$ cat src/rtl/q2_panel.sv
// q2_panel: front-panel controller for the q2 machine.
//
// Debounces the raw panel switches into single-cycle events, runs the
// run/stop/single-step state machine, and performs deposit/examine memory
// cycles through a request/acknowledge port.
//
// Parameters:
//   WIDTH     data/address width of switches, panel address and memory port
//   DEBOUNCE  consecutive stable cycles before a switch change is accepted (>=1)
//
// Ports:
//   clk, rst                 clock, asynchronous active-low reset
//   sw                       raw data/address switches (2-flop synced only)
//   ld_sw .. step_sw         raw momentary switches, active-high
//   halt_req, instr_done     core halt detect (level), instruction-done pulse
//   run, halted, busy        core enable, sticky halt flag, memory cycle active
//   pa, display              panel address, last examined/deposited word
//   mem_req/we/addr/wdata    memory request port, held until mem_ack
//   mem_rdata, mem_ack       read data and one-cycle completion strobe
//
// Configuration macro:
//   Q2_PANEL_AUTOINC_EN  when defined, pa post-increments on every completed
//                        deposit/examine; otherwise only ld/incp change pa.

// One switch: 2-flop synchroniser, run-length counter, rising-edge pulse.
module q2_panel_db #(
    parameter int DEBOUNCE = 16
) (
    input  logic clk,
    input  logic rst,
    input  logic raw,
    output logic pulse
);
    localparam int CW = (DEBOUNCE < 2) ? 1 : $clog2(DEBOUNCE + 1);
    localparam logic [CW-1:0] LAST = CW'(DEBOUNCE - 1);

    logic          meta, sync, level;
    logic [CW-1:0] cnt;

    always_ff @(posedge clk or negedge rst) begin
        if (!rst) begin
            meta  <= 1'b0;
            sync  <= 1'b0;
            level <= 1'b0;
            cnt   <= '0;
            pulse <= 1'b0;
        end else begin
            meta  <= raw;
            sync  <= meta;
            pulse <= 1'b0;
            if (sync == level) begin
                cnt <= '0;
            end else if (cnt == LAST) begin
                // DEBOUNCE-th disagreeing cycle: accept the new level
                level <= sync;
                cnt   <= '0;
                pulse <= sync;
            end else begin
                cnt <= cnt + CW'(1);
            end
        end
    end
endmodule

module q2_panel #(
    parameter int WIDTH    = 12,
    parameter int DEBOUNCE = 16
) (
    input  logic             clk,
    input  logic             rst,
    input  logic [WIDTH-1:0] sw,
    input  logic             ld_sw,
    input  logic             dep_sw,
    input  logic             exam_sw,
    input  logic             incp_sw,
    input  logic             start_sw,
    input  logic             stop_sw,
    input  logic             step_sw,
    input  logic             halt_req,
    input  logic             instr_done,
    output logic             run,
    output logic             halted,
    output logic             busy,
    output logic [WIDTH-1:0] pa,
    output logic [WIDTH-1:0] display,
    output logic             mem_req,
    output logic             mem_we,
    output logic [WIDTH-1:0] mem_addr,
    output logic [WIDTH-1:0] mem_wdata,
    input  logic [WIDTH-1:0] mem_rdata,
    input  logic             mem_ack
);
`ifdef Q2_PANEL_AUTOINC_EN
    localparam bit AUTOINC = 1'b1;
`else
    localparam bit AUTOINC = 1'b0;
`endif

    // Event bit order is also the IDLE priority order (bit 0 wins).
    localparam int NSW = 7;
    localparam int E_STOP = 0, E_START = 1, E_STEP = 2, E_DEP = 3,
                   E_EXAM = 4, E_LD = 5, E_INCP = 6;

    typedef enum logic [2:0] {
        S_IDLE, S_RUN, S_STOPPING, S_STEP, S_MEMRD, S_MEMWR
    } state_t;

    logic [NSW-1:0]   raw, ev;
    logic [WIDTH-1:0] sw_meta, sw_sync;
    state_t           state_q, state_d;
    logic             pa_ld, pa_inc, wdata_cap, disp_ld, halt_set, halt_clr;
    logic [WIDTH-1:0] disp_val;

    assign raw = {incp_sw, ld_sw, exam_sw, dep_sw, step_sw, start_sw, stop_sw};

    for (genvar i = 0; i < NSW; i++) begin : g_db
        q2_panel_db #(.DEBOUNCE(DEBOUNCE)) u_db (
            .clk   (clk),
            .rst   (rst),
            .raw   (raw[i]),
            .pulse (ev[i])
        );
    end

    always_ff @(posedge clk or negedge rst) begin
        if (!rst) begin
            sw_meta <= '0;
            sw_sync <= '0;
        end else begin
            sw_meta <= sw;
            sw_sync <= sw_meta;
        end
    end

    always_ff @(posedge clk or negedge rst) begin
        if (!rst) state_q <= S_IDLE;
        else      state_q <= state_d;
    end

    // Events outside IDLE fall through unhandled, i.e. are discarded.
    always_comb begin
        state_d   = state_q;
        pa_ld     = 1'b0;
        pa_inc    = 1'b0;
        wdata_cap = 1'b0;
        disp_ld   = 1'b0;
        disp_val  = mem_wdata;
        halt_set  = 1'b0;
        halt_clr  = 1'b0;
        case (state_q)
            S_IDLE: begin
                if (ev[E_STOP]) begin
                    state_d = S_IDLE;
                end else if (ev[E_START]) begin
                    state_d  = S_RUN;
                    halt_clr = 1'b1;
                end else if (ev[E_STEP]) begin
                    state_d  = S_STEP;
                    halt_clr = 1'b1;
                end else if (ev[E_DEP]) begin
                    state_d   = S_MEMWR;
                    wdata_cap = 1'b1;
                end else if (ev[E_EXAM]) begin
                    state_d = S_MEMRD;
                end else if (ev[E_LD]) begin
                    pa_ld = 1'b1;
                end else if (ev[E_INCP]) begin
                    pa_inc = 1'b1;
                end
            end
            S_RUN: begin
                if (halt_req) begin
                    state_d  = S_IDLE;
                    halt_set = 1'b1;
                end else if (ev[E_STOP]) begin
                    state_d = S_STOPPING;
                end
            end
            S_STOPPING, S_STEP: begin
                if (halt_req) begin
                    state_d  = S_IDLE;
                    halt_set = 1'b1;
                end else if (instr_done) begin
                    state_d = S_IDLE;
                end
            end
            S_MEMWR, S_MEMRD: begin
                if (mem_ack) begin
                    state_d  = S_IDLE;
                    disp_ld  = 1'b1;
                    disp_val = (state_q == S_MEMRD) ? mem_rdata : mem_wdata;
                    pa_inc   = AUTOINC;
                end
            end
            default: state_d = S_IDLE;
        endcase
    end

    always_ff @(posedge clk or negedge rst) begin
        if (!rst) begin
            pa        <= '0;
            display   <= '0;
            mem_wdata <= '0;
            halted    <= 1'b0;
        end else begin
            if (pa_ld)         pa <= sw_sync;
            else if (pa_inc)   pa <= pa + WIDTH'(1);
            if (disp_ld)       display <= disp_val;
            if (wdata_cap)     mem_wdata <= sw_sync;
            if (halt_set)      halted <= 1'b1;
            else if (halt_clr) halted <= 1'b0;
        end
    end

    // All outputs decode straight from registered state.
    assign run      = (state_q == S_RUN) || (state_q == S_STOPPING) || (state_q == S_STEP);
    assign mem_req  = (state_q == S_MEMRD) || (state_q == S_MEMWR);
    assign mem_we   = (state_q == S_MEMWR);
    assign busy     = mem_req;
    assign mem_addr = pa;
endmodule

$ cat config.mk
export PLATFORM = sky130hd
export DESIGN_NAME = q2_panel
export DESIGN_NICKNAME = d
export VERILOG_FILES = /design/src/rtl/q2_panel.sv
export SDC_FILE = /design/constraint.sdc
export NUM_CORES = 1
export LEC_CHECK = 0
export ABC_AREA = 0
export BUFFER_PORTS_ARGS = -buffer_cell sky130_fd_sc_hd__buf_2
export CAP_MARGIN = 20
export CORE_ASPECT_RATIO = 1.5
export CORE_UTILIZATION = 55
export DETAILED_ROUTE_END_ITERATION = 7
export HOLD_SLACK_MARGIN = 0.1
export PLACE_DENSITY_LB_ADDON = 0.25
export SKIP_LAST_GASP = 1
export SLEW_MARGIN = 10
export SYNTH_ARGS = -nofsm -noshare
export SYNTH_HDL_FRONTEND = slang
export SYNTH_HIERARCHICAL = 1
export SYNTH_SLANG_ARGS = --single-unit
$ cat constraint.sdc
create_clock -name clk -period 2.17 [get_ports clk]
set_input_delay 0 -clock clk [delete_from_list [all_inputs] [get_ports clk]]
set_output_delay 0 -clock clk [all_outputs]
set_load 0.01 [all_outputs]
### Yosys cells after proc, flatten, opt, wreduce, memory -nomap -nowiden

Index checks and enable logic that the tools add are counted.

* bits in registers: 127
* latch bits: 0
* RAM bits: 0
* bits in read-only memories: 0
* output and inout bits: 53
* memories kept: 0

* add/sub/neg operators: 8
* multipliers: 0
* divide/modulo/power cells: 0
* magnitude comparators: 0
* equal/unequal tests: 23
* shift operators: 0
* mux-type cells: 74
* bitwise operators: 7
* reductions and logical operators: 17

Operator list (count)
* 2-to-1 mux 5 bit: 14
* 2-to-1 mux 12 bit: 5
* 2-to-1 mux 1 bit: 44
* adder 5 x 1 -> 5 bit, second input constant: 7
* equality test 5 x 4 -> 1 bit, second input constant: 7
* 2-to-1 mux 3 bit: 10
* AND reduction 2 bit: 7
* adder 12 x 1 -> 12 bit, second input constant: 1
* one-hot mux 3 bit (4 select lines): 1
* equality test 1 bit: 7
* inverter 1 bit: 7
* equality test 3 x 2 -> 1 bit, second input constant: 2
* equality test 3 bit, second input constant: 2
* inequality test 6 x 1 -> 1 bit, second input constant: 1
* AND reduction 4 bit: 1
* nonzero test 2 bit: 2
* OR reduction 2 bit: 2
* equality test 3 x 1 -> 1 bit, second input constant: 1
* logical NOT 3 bit: 1
* logical OR 1 bit: 3
* inequality test 3 x 2 -> 1 bit, second input constant: 1
* inequality test 3 bit, second input constant: 1
* OR reduction 3 bit: 1
* inequality test 2 bit, second input constant: 1

### Logic depth before layout (Yosys ltp)

Gate-level depths: netlist of run 1.

* depth in word-level cells: 10
* gate-level depth with buffers: 6

### Hierarchy

The synthesis of run 1 kept the hierarchy.

By module, submodules not included
* q2_panel: instances 1, cells an instance 232, area each 2760.1 µm², sequential area each 1601.5 µm²
* q2_panel_db: instances 7, cells an instance 25, area each 335.3 µm², sequential area each 225.2 µm²

### Least setup slack after synthesis of run 1

OpenSTA, ideal clock, no wires.

* kind: reg2reg
* start point: register g_db[1].u_db.pulse
* end point: register state_q[1]
* arrival: 1.559 ns
* path slack: 0.486 ns
* cell stages (with the launch flop): 5
* path buffers: 0
* cell sequence: dfrtp_1 > nor4_1 > nand2_2 > o211ai_2 > mux2_2

* longest elaborated chain between the ends: 3
* elaborated cells on any way between the ends: 5
* classes of those cells: eq/ne (1); mux (3); reduce/logical (1)

RTL lines
* from (decl): line 32 `output logic pulse`
* from (signal assigned): line 57 `pulse <= sync;`
* 2-to-1 mux 3 bit: line 154 `end else if (ev[E_START]) begin`
* 2-to-1 mux 3 bit: line 152 `if (ev[E_STOP]) begin`
* one-hot mux 3 bit (4 select lines): line 150 `case (state_q)`
* to (signal assigned): line 137 `else state_q <= state_d;`
* to (decl): line 110 `state_t state_q, state_d;`

Several ways; a longest one is shown, not always the timed one.
A chain may end at the register's enable or synchronous reset.

### Worst setup path in the final report of run 1

* start point: register state_q[1]
* end point: register display[4]

* longest elaborated chain between the ends: 4
* elaborated cells on any way between the ends: 7
* classes of those cells: eq/ne (2); mux (4); reduce/logical (1)

RTL lines
* equality test 3 bit: line 150, 191
* 2-to-1 mux 12 bit: line 191 `disp_val = (state_q == S_MEMRD) ? mem_rdata : mem_wdata;`
* 2-to-1 mux 12 bit: line 188 `if (mem_ack) begin`
* 2-to-1 mux 12 bit: line 150
* to (signal assigned): line 208 `if (disp_ld) display <= disp_val;`
* to (decl): line 85 `output logic [WIDTH-1:0] display,`

Several ways; a longest one is shown, not always the timed one.

==> metrics, run 1 <==
Post-Syn Area=5107 um^2; Final ANT Viol Nets=0; internal power=4.777 mW; max-cap violations=0; leading area contributor after synthesis=dfrtp_1; outcome=finished clean; final hold vios=0; Die Wd=80.68 um; port buffer count=88; ys async rst share=100.0%; placed cell area=5600 um^2; Starting Density=57.17%; Die Height=120.0 um; die area=9683 um^2; most common cell in the synthesized netlist=dfrtp_1; worst-margin pin slew=0.6160 ns; total net switching power=1.454 mW; Area Growth Syn to Fin=27.95%; Final Core Density=73.15%; P per Cell Area=953.5 nW/um^2; Synth top cells by count=127 x dfrtp_1, 37 x nor2_1, 21 x o21ai_0, 21 x xor2_1, 18 x nand2_1; IO Count=89; Startpoint Class=register; crit path time final=1.634 ns; routed len/inst=14.73 um; Slew Limit Fails=0; share of layout cells above drive strength 1=28.02%; Comb power frac=12.5%; syn nets=451; register share of total power=42.4%; CTS resizes=0; core footprint=8934 um^2; CP Launch Point=state_q[1]; unrepaired setup endpoints after global routing=false; fin area=6535 um^2; CP required=2.42 ns; vias in the first global route=3426; f_max=0.6120 GHz; CTS Root Cell=clkbuf_16; nets=577; CTS tree=built; number of antenna violations at the first check in global routing=0; CTS max path bufs=2; first-pass GRT wire length=15850 um; Total Power=6.231 mW; CP Capture Type=register; Clock transition at path regs=0.05 ns; Vias=3464; Max-Slew Margin vs Limit=58.84%; synth warn=6; Ant. Diodes=0; Unique masters post-synth=46; Clock power frac=45.2%; LEAKAGE=3.341 nW; Rows=42; final setup violation count=0; Peak VDD IR=0.7032 mV; gr usage total=22.29%; total congestion overflow=0; main area contributors after synthesis=dfrtp_1 62%, xor2_1 3.6%, mux2_4 2.9%, nor2_1 2.7%, mux2i_1 2.5%; #FFs+latches synth=127; Tcrit/Tclk final=75.29%; post-CTS setup buffers=0; first-pass iteration count of the detailed router=4; setup TNS=0 ns; CTS Buf Count=17; Sink Count=127; Seq/Total Area, Yosys=62.22%; post-synth top area share=62.22%; Via density=5.280; HPWL after detailed placement=6473 um; reg2reg start=state_q[1]; final wirelength=9666 um; pin count of the biggest net entering global routing=57; # H-tree levels=4; CP Data Arrival Time=1.88 ns; Post-Syn Instances=407; Iteration-0 DRC Markers=238; most common flop cell mapped by yosys=dfrtp_1; hold_buf cts=34; Final Skew=0.006493 ns; clock latency on the worst-skew pair=0.41 ns; global placer's final weighted congestion=0.8166; Residual DRC=0; switch share=23.34%; Mean Syn Cell Area=12.55 um^2; WHS=0.1275 ns; crit path kind=reg -> reg; EDFF count, synth=0; CP Max Fanout=24; min-delay worst type=in -> async
## cell families after synthesis
kind of cell | count (synthesis) | share of synthesized area [%]
AND/OR/NAND/NOR | 121 | 13.33
multiplexers | 33 | 7.692
flip-flops | 127 | 62.22
adder cells (fa/ha/maj) | 8 | 1.960
buffers and inverters | 33 | 3.797
XOR/XNOR | 21 | 3.601
AO/OA/AOI/OAI | 64 | 7.399
## metal layers
metal	vias to the layer above	track usage [%]	wire length, um
li1	1666	-	-
met1	1672	25.01	3872
met2	108	38.14	5044
met3	18	7.833	563
met4	0	8.594	185
met5	-	0	0
## power groups by stage
stage,Sequential (mW),Clock (mW),Combinational (mW)
final,2.64,2.81,0.777
after global routing,2.66,2.97,0.871
after CTS,2.64,2.87,0.788
after detailed placement,2.68,0,0.739
after global placement,2.67,0,0.716
after floorplan,2.71,0,0.432
## stage by stage
step,std cells,setup WS [ns]
after floorplan,407,0.4860
after global placement,590,0.6014
after detailed placement,590,0.5206
after CTS,656,0.5079
after global routing,656,0.3473
final,656,0.5361
## sequential cells by signal, indices dropped and copies added (netlist names)
register and cells:
display 12, g_db.u_db/cnt 35, g_db.u_db/level 7, g_db.u_db/meta 7, g_db.u_db/pulse 7, g_db.u_db/sync 7, halted 1, mem_addr 12
mem_wdata 12, state_q 3, sw_meta 12, sw_sync 12
## layout by cell type (no fill, tap or decap), types with 13 or more instances in the layout
master         count
a21oi_1           15
buf_2             87
clkbuf_16         17
dfrtp_1          127
dlygate4sd3_1     34
mux2i_1           13
nand2_1           18
nor2_1            37
o21ai_0           21
xor2_1            21
## final timing paths
check	slack (ns)	endpoint	cells after the start
max	0.54	display[4]	5
min	0.13	display[0]	2
max reg2reg	0.54	display[4]	5
min reg2reg	0.35	g_db[4].u_db/sync	0
max in group asynchronous	1.28	g_db[1].u_db/meta	3
min in group clk	0.16	state_q[2]	5
## final cells by class
type / instances / area (um^2)
fillers: 604 / 2399
repair buffers: 129 / 848.3
clock inverters: 6 / 105.1
multi-input cells: 247 / 1735
clock buffers: 26 / 489.2
flip-flops and latches: 127 / 3178
inverters: 11 / 41.29
well taps: 110 / 137.6
## worst max-delay path, cell delays in order (launching register included)
cell      delay (ns)
dfrtp_1         0.45
nand2b_1        0.24
inv_1           0.12
nand2_1         0.37
nand2_1         0.19
o21ai_0         0.11
No activity file was read; power rests on OpenSTA's default activity.
==> run 2: changes to the inputs <==
Clock period 2.17 ns to 1.59 ns, I/O delays scaled along.
==> run 2 against run 1 <==
  * Design area up 3.2%
  * Critical path depth did not move
  * Worst setup slack got worse by 0.47 ns
  * Global-route usage rose by 2.1 points
  * Non-clock buffer count up 16
  * Clock skew rose by 0.012 ns
  * Fmax rose by 7.4%
  * Count of clock-buffer cells in the layout decreased by 1
  * Worst hold slack got worse by 0.011 ns
  * Cell count is 2.4% higher
  * Sequential power grew 37%
  * Via count grew 4.9%
==> metrics, run 2 (synthesis gave the netlist of run 1 again) <==
nets=594 (was 577); Die Height=120.0 um (unchanged); number of antenna violations at the first check in global routing=0 (unchanged); Tcrit/Tclk final=95.67% (was 75.29%); CTS Buf Count=17 (unchanged); commonest non-fill, non-tap cell in the layout=dfrtp_1 (unchanged); internal power=6.604 mW (was 4.777 mW); first-pass iteration count of the detailed router=4 (unchanged); Slew Limit Fails=0 (unchanged); Residual DRC=0 (unchanged); Crit path depth=5 (unchanged); final setup violation count=0 (unchanged); vias in the first global route=3634 (was 3426); worst-margin pin slew=0.5237 ns (was 0.6160 ns); Filler Cell Count=579 (was 604); crit path time final=1.521 ns (was 1.634 ns); Sink Count=127 (unchanged); final wirelength=10720 um (was 9666 um); global placer's final weighted congestion=0.8677 (was 0.8166); Area Growth Syn to Fin=31.99% (was 27.95%); Die Wd=80.68 um (unchanged); CTS Root Cell=clkbuf_16 (unchanged); CP Data Arrival Time=1.81 ns (was 1.88 ns); outcome=finished clean (unchanged); Max-Slew Margin vs Limit=65.09% (was 58.84%); Peak VDD IR=0.9169 mV (was 0.7032 mV); first-pass GRT wire length=17280 um (was 15850 um); Vias=3633 (was 3464); clock latency on the worst-skew pair=0.42 ns (was 0.41 ns); number of flip-flops in the largest register=35 (unchanged); Final ANT Viol Nets=0 (unchanged); peak per-stage delay on the critical path=0.42 ns (was 0.45 ns); LEAKAGE=3.440 nW (was 3.341 nW); die area=9683 um^2 (unchanged); total net switching power=2.086 mW (was 1.454 mW); f_max=0.6574 GHz (was 0.6120 GHz); max-cap violations=0 (unchanged); # H-tree levels=4 (unchanged); Slowest cell on crit path=dfrtp_1 (unchanged); P per Cell Area=1289 nW/um^2 (was 953.5 nW/um^2); R2R depth=5 (unchanged); share of layout cells above drive strength 1=31.85% (was 28.02%); HPWL after detailed placement=6624 um (was 6473 um); routed len/inst=15.95 um (was 14.73 um); Final Skew=0.01869 ns (was 0.006493 ns); total congestion overflow=0 (unchanged); register share of total power=41.5% (was 42.4%); most frequent cells in the layout=126 x dfrtp_1, 87 x buf_2, 35 x nor2_1, 34 x dlygate4sd3_1, 21 x xor2_1 (was 127 x dfrtp_1, 87 x buf_2, 37 x nor2_1, 34 x dlygate4sd3_1); pin count of the biggest net entering global routing=45 (was 57); setup TNS=0 ns (unchanged); Via density=5.406 (was 5.280); Clock transition at path regs=0.05 ns (about the same); Cells after DPL=602 (was 590); CTS max path bufs=2 (unchanged); Rows=42 (unchanged); Startpoint Class=register (unchanged); Biggest register=g_db.u_db/cnt (unchanged); port buffer count=88 (unchanged); gr usage total=24.41% (was 22.29%); switch share=24.00% (was 23.34%); Starting Density=57.17% (unchanged); Crit path max-delay family=flip-flops (was simple AND/OR/NAND/NOR gates); CP Capture Type=register (unchanged); CP Max Fanout=7 (was 24); min-delay worst type=in -> async (unchanged); Ant. Diodes=0 (unchanged); CP cell instances=nor4_4 -> buf_6 -> nand2_2 -> o211ai_2 -> mux2_4 (was nand2b_1 -> inv_1 -> nand2_1 -> nand2_1 -> o21ai_0); Final Non-Filler Cells=672 (was 656); IO Count=89 (unchanged); Clock power frac=44.9% (was 45.2%); CTS tree=built (unchanged); Critical path buffers and inverters=1 (unchanged); Comb power frac=13.7% (was 12.5%); Iteration-0 DRC Markers=260 (was 238); CP required=1.88 ns (was 2.42 ns); core footprint=8934 um^2 (unchanged); crit path kind=reg -> reg (unchanged); final hold vios=0 (unchanged)
## run 2: changes by cell type in the layout (fill, tap and decap cells not counted), sizes merged
cell,previous run,this run
buf,95,111
clkbuf,26,25
nand3,19,20
## run 2: metal layers
metal  up-vias  global-route usage [%]  share of wire, %
met2       124                   40.84                55
li1       1707                       -                 -
met5         -                       0                 0
met1      1790                   28.60                39
met3        12                   7.072               5.1
met4         0                   10.94               1.4
## run 2: cell type report
cell class	count	area [um^2]	share of cell area [%]
Clock buffer	25	495.5	7.350
Clock inverter	6	105.1	1.559
Inverter	11	41.29	0.6125
Multi-Input combinational cell	248	1785	26.48
Sequential cell	127	3179	47.16
Tap cell	110	137.6	2.042
Timing Repair Buffer	145	997.2	14.79
## run 2: power groups by stage
stage / clock network (mW) / registers (mW) / logic [mW]
6_report: 3.90 / 3.61 / 1.19
5_1_grt: 4.12 / 3.63 / 1.32
4_1_cts: 3.97 / 3.60 / 1.15
3_5_place_dp: 0 / 3.66 / 1.06
3_3_place_gp: 0 / 3.64 / 1.02
2_1_floorplan: 0 / 3.70 / 0.582
## run 2: final timing paths
check | start | to | slack [ns]
hold / removal | rst | g_db[3].u_db/cnt[0] | 0.12
setup / recovery | g_db[0].u_db/pulse | state_q[1] | 0.07
hold reg to reg | sw_meta[4] | sw_sync[4] | 0.34
max in group asynchronous | rst | sw_meta[4] | 0.88
min in group clk | sw[4] | sw_meta[4] | 0.22
setup reg to reg | g_db[0].u_db/pulse | state_q[1] | 0.07
## run 2: through the flow
step           area, um^2  util [%]  hold slack (ns)  setup WS, ns  power, mW
6_report             6741     75.46           0.1167       0.06885      8.690
5_1_grt              6741     75.46           0.1501      -0.02776      9.071
4_1_cts              6684     74.82           0.1169       0.01610      8.720
3_5_place_dp         5725     64.09          0.01306      0.004400      4.719
3_3_place_gp         5725     64.09         0.006273       0.06588      4.663
2_1_floorplan        5117         -          -0.2956      -0.05530      4.279
## run 2: what timing repair did
item | CTS | global route
resized for setup | 1 | 9
hold buffers | 34 | 0
pin swaps | 0 | 1
endpoints found under the hold margin | 161 | 0
setup buffers | 0 | 4
cloned | 1 | 0
setup endpoints to repair | 10 | 20
==> run 3: changes to the inputs <==
Settings changed: GPL_TIMING_DRIVEN from default to 0.
==> run 3 against run 2 <==
  * The flow now finishes with violations (setup timing)
  * Cell count rose by 2.7%
  * Wire length is 0.49% lower
  * Register-to-register slack got worse by 0.16 ns
==> metrics, run 3 (synthesis gave the netlist of run 1 again) <==
Vias=3672 (was 3633); Crit path max-delay family=simple AND/OR/NAND/NOR gates (was flip-flops); most frequent cells in the layout=121 x dfrtp_1, 88 x buf_2, 34 x nor2_1, 34 x dlygate4sd3_1, 30 x buf_4 (was 126 x dfrtp_1, 87 x buf_2, 35 x nor2_1, 34 x dlygate4sd3_1, 21 x xor2_1); number of flip-flops in the largest register=35 (unchanged); outcome=complete, but fails checks (was finished clean); f_max=0.5946 GHz (was 0.6574 GHz); max-cap violations=0 (unchanged); gr usage total=23.18% (was 24.41%); Crit path depth=5 (unchanged); crit path kind=reg -> reg (unchanged); CP cell instances=nor4_4 -> buf_4 -> nand3_4 -> clkbuf_16 -> mux2_4 (was nor4_4 -> buf_6 -> nand2_2 -> o211ai_2 -> mux2_4); # H-tree levels=4 (unchanged); final hold vios=0 (unchanged); Iteration-0 DRC Markers=251 (was 260); clock latency on the worst-skew pair=0.40 ns (was 0.42 ns); Final ANT Viol Nets=0 (unchanged); CP Capture Type=register (unchanged); Biggest register=g_db.u_db/cnt (unchanged); core footprint=8934 um^2 (unchanged); r2r setup slk=-0.09 ns (was 0.07 ns); routed len/inst=15.46 um (was 15.95 um); Residual DRC=0 (unchanged); reg2reg start=state_q[2] (was g_db[0].u_db/pulse); R2R Path End=mem_wdata[9] (was state_q[1]); die area=9683 um^2 (unchanged); Max-Slew Margin vs Limit=69.33% (was 65.09%); final wirelength=10660 um (was 10720 um); CP Max Fanout=5 (was 7); pin count of the biggest net entering global routing=79 (was 45); Clock transition at path regs=0.05 ns (about the same); number of antenna violations at the first check in global routing=0 (unchanged); CTS Root Cell=clkbuf_16 (unchanged); crit path time final=1.682 ns (was 1.521 ns); Die Height=120.0 um (unchanged); CP required=1.88 ns (about the same); Startpoint Class=register (unchanged); total congestion overflow=0 (unchanged); P per Cell Area=1252 nW/um^2 (was 1289 nW/um^2); LEAKAGE=3.531 nW (was 3.440 nW); failing checks=setup timing; R2R depth=5 (unchanged); Die Wd=80.68 um (unchanged); first-pass GRT wire length=16680 um (was 17280 um); Tcrit/Tclk final=105.8% (was 95.67%); share of layout cells above drive strength 1=36.21% (was 31.85%); first-pass iteration count of the detailed router=4 (unchanged); global placer's final weighted congestion=0.8646 (was 0.8677); Rows=42 (unchanged); Via density=5.322 (was 5.406); Slowest cell on crit path=dfrtp_2 (was dfrtp_1); nets=613 (was 594); Final Skew=0.008584 ns (was 0.01869 ns); CTS tree=built (unchanged); final setup violation count=15 (was 0); Ant. Diodes=0 (unchanged); vias in the first global route=3657 (was 3634); CTS Buf Count=17 (unchanged); Final Core Density=77.63% (was 75.46%); CP Data Arrival Time=1.97 ns (was 1.81 ns); Area Growth Syn to Fin=35.79% (was 31.99%); peak per-stage delay on the critical path=0.44 ns (was 0.42 ns); Peak VDD IR=1.160 mV (was 0.9169 mV); Slew Limit Fails=0 (unchanged); min-delay worst type=in -> async (unchanged); CTS max path bufs=2 (unchanged); CP Launch Point=state_q[2] (was g_db[0].u_db/pulse); Sink Count=127 (unchanged); Starting Density=57.17% (unchanged); Critical path buffers and inverters=2 (was 1); CP endpoint=mem_wdata[9] (was state_q[1]); worst-margin pin slew=0.4600 ns (was 0.5237 ns); unrepaired setup endpoints after global routing=true; commonest non-fill, non-tap cell in the layout=dfrtp_1 (unchanged); port buffer count=88 (unchanged); HPWL after detailed placement=6579 um (was 6624 um); fin worst setup slack=-0.09192 ns (was 0.06885 ns); IO Count=89 (unchanged); setup TNS=-0.9498 ns (was 0 ns)
run 3: cell types whose count changed in the layout (fill, tap and decap cells not counted), moves of 3 or more:
cell,before,now
a21oi_1,14,11
a21oi_2,1,4
buf_4,20,30
clkbuf_2,0,3
dfrtp_1,126,121
dfrtp_2,1,6
o21ai_0,20,17
run 3: stage by stage:
stage | cell area, um^2 | worst slack [ns] | hold WS [ns] | total power [mW] | cells
detailed placement | 5729 | -0.2940 | -0.03731 | 4.685 | 606
floorplan | 5117 | -0.05530 | -0.2956 | 4.279 | 407
finish | 6935 | -0.09192 | 0.1064 | 8.684 | 690
global placement | 5695 | -0.9799 | 0.1079 | 4.622 | 605
CTS | 6728 | -0.02518 | 0.1045 | 8.474 | 677
global route | 6935 | -0.1506 | 0.1373 | 9.065 | 690
run 3: worst register-to-register path: cells and delay by family, from the launching register on:
| family | cells | cell delay [ns] |
|---|---|---|
| buffers and inverters | 2 | 0.38 |
| and+or+nand+nor | 2 | 0.45 |
| muxes | 1 | 0.29 |
| DFF | 1 | 0.44 |
run 3: how the worst min path moves through the flow:
stage          startpoint                  end  depth (start not counted)
2_1_floorplan         rst           display[0]                          0
3_3_place_gp       dep_sw    g_db[3].u_db/meta                          1
3_5_place_dp          rst  g_db[3].u_db/cnt[0]                          1
4_1_cts               rst   g_db[4].u_db/level                          2
5_1_grt               rst  g_db[3].u_db/cnt[0]                          2
6_report              rst  g_db[3].u_db/cnt[0]                          2
run 3: repair_timing:
| action | in CTS | in global routing |
|---|---|---|
| hold buffers | 34 | 0 |
| gates resized for setup | 13 | 28 |
| setup endpoints to repair | 40 | 33 |
| endpoints found under the hold margin | 161 | 0 |
| pin swaps | 3 | 3 |
| buffers inserted | 7 | 11 |
| cloned | 0 | 2 |
run 3: power by group:
group	internal, mW	switching [mW]	total, mW
combinational	0.740	0.748	1.49
sequential	3.47	0.141	3.61
clock	2.36	1.23	3.59
run 3: layer usage:
layer | GRT usage (%) | part of all wire [%] | up-vias
met3 | 7.224 | 4.6 | 16
met5 | 0 | 0 | -
met2 | 39.04 | 53 | 128
met1 | 26.99 | 40 | 1788
li1 | - | - | 1740
met4 | 9.487 | 1.8 | 0
run 3: cell type report:
| type | instances | area, um^2 |
|---|---|---|
| Multi-Input combinational cell | 247 | 1833 |
| Tap cell | 110 | 137.6 |
| Clock buffer | 23 | 467.9 |
| Buffer | 22 | 178.9 |
| Fill cell | 544 | 1998 |
| Clock inverter | 7 | 87.58 |
| Inverter | 11 | 41.29 |
| Sequential cell | 127 | 3186 |
| Timing Repair Buffer | 143 | 1003 |
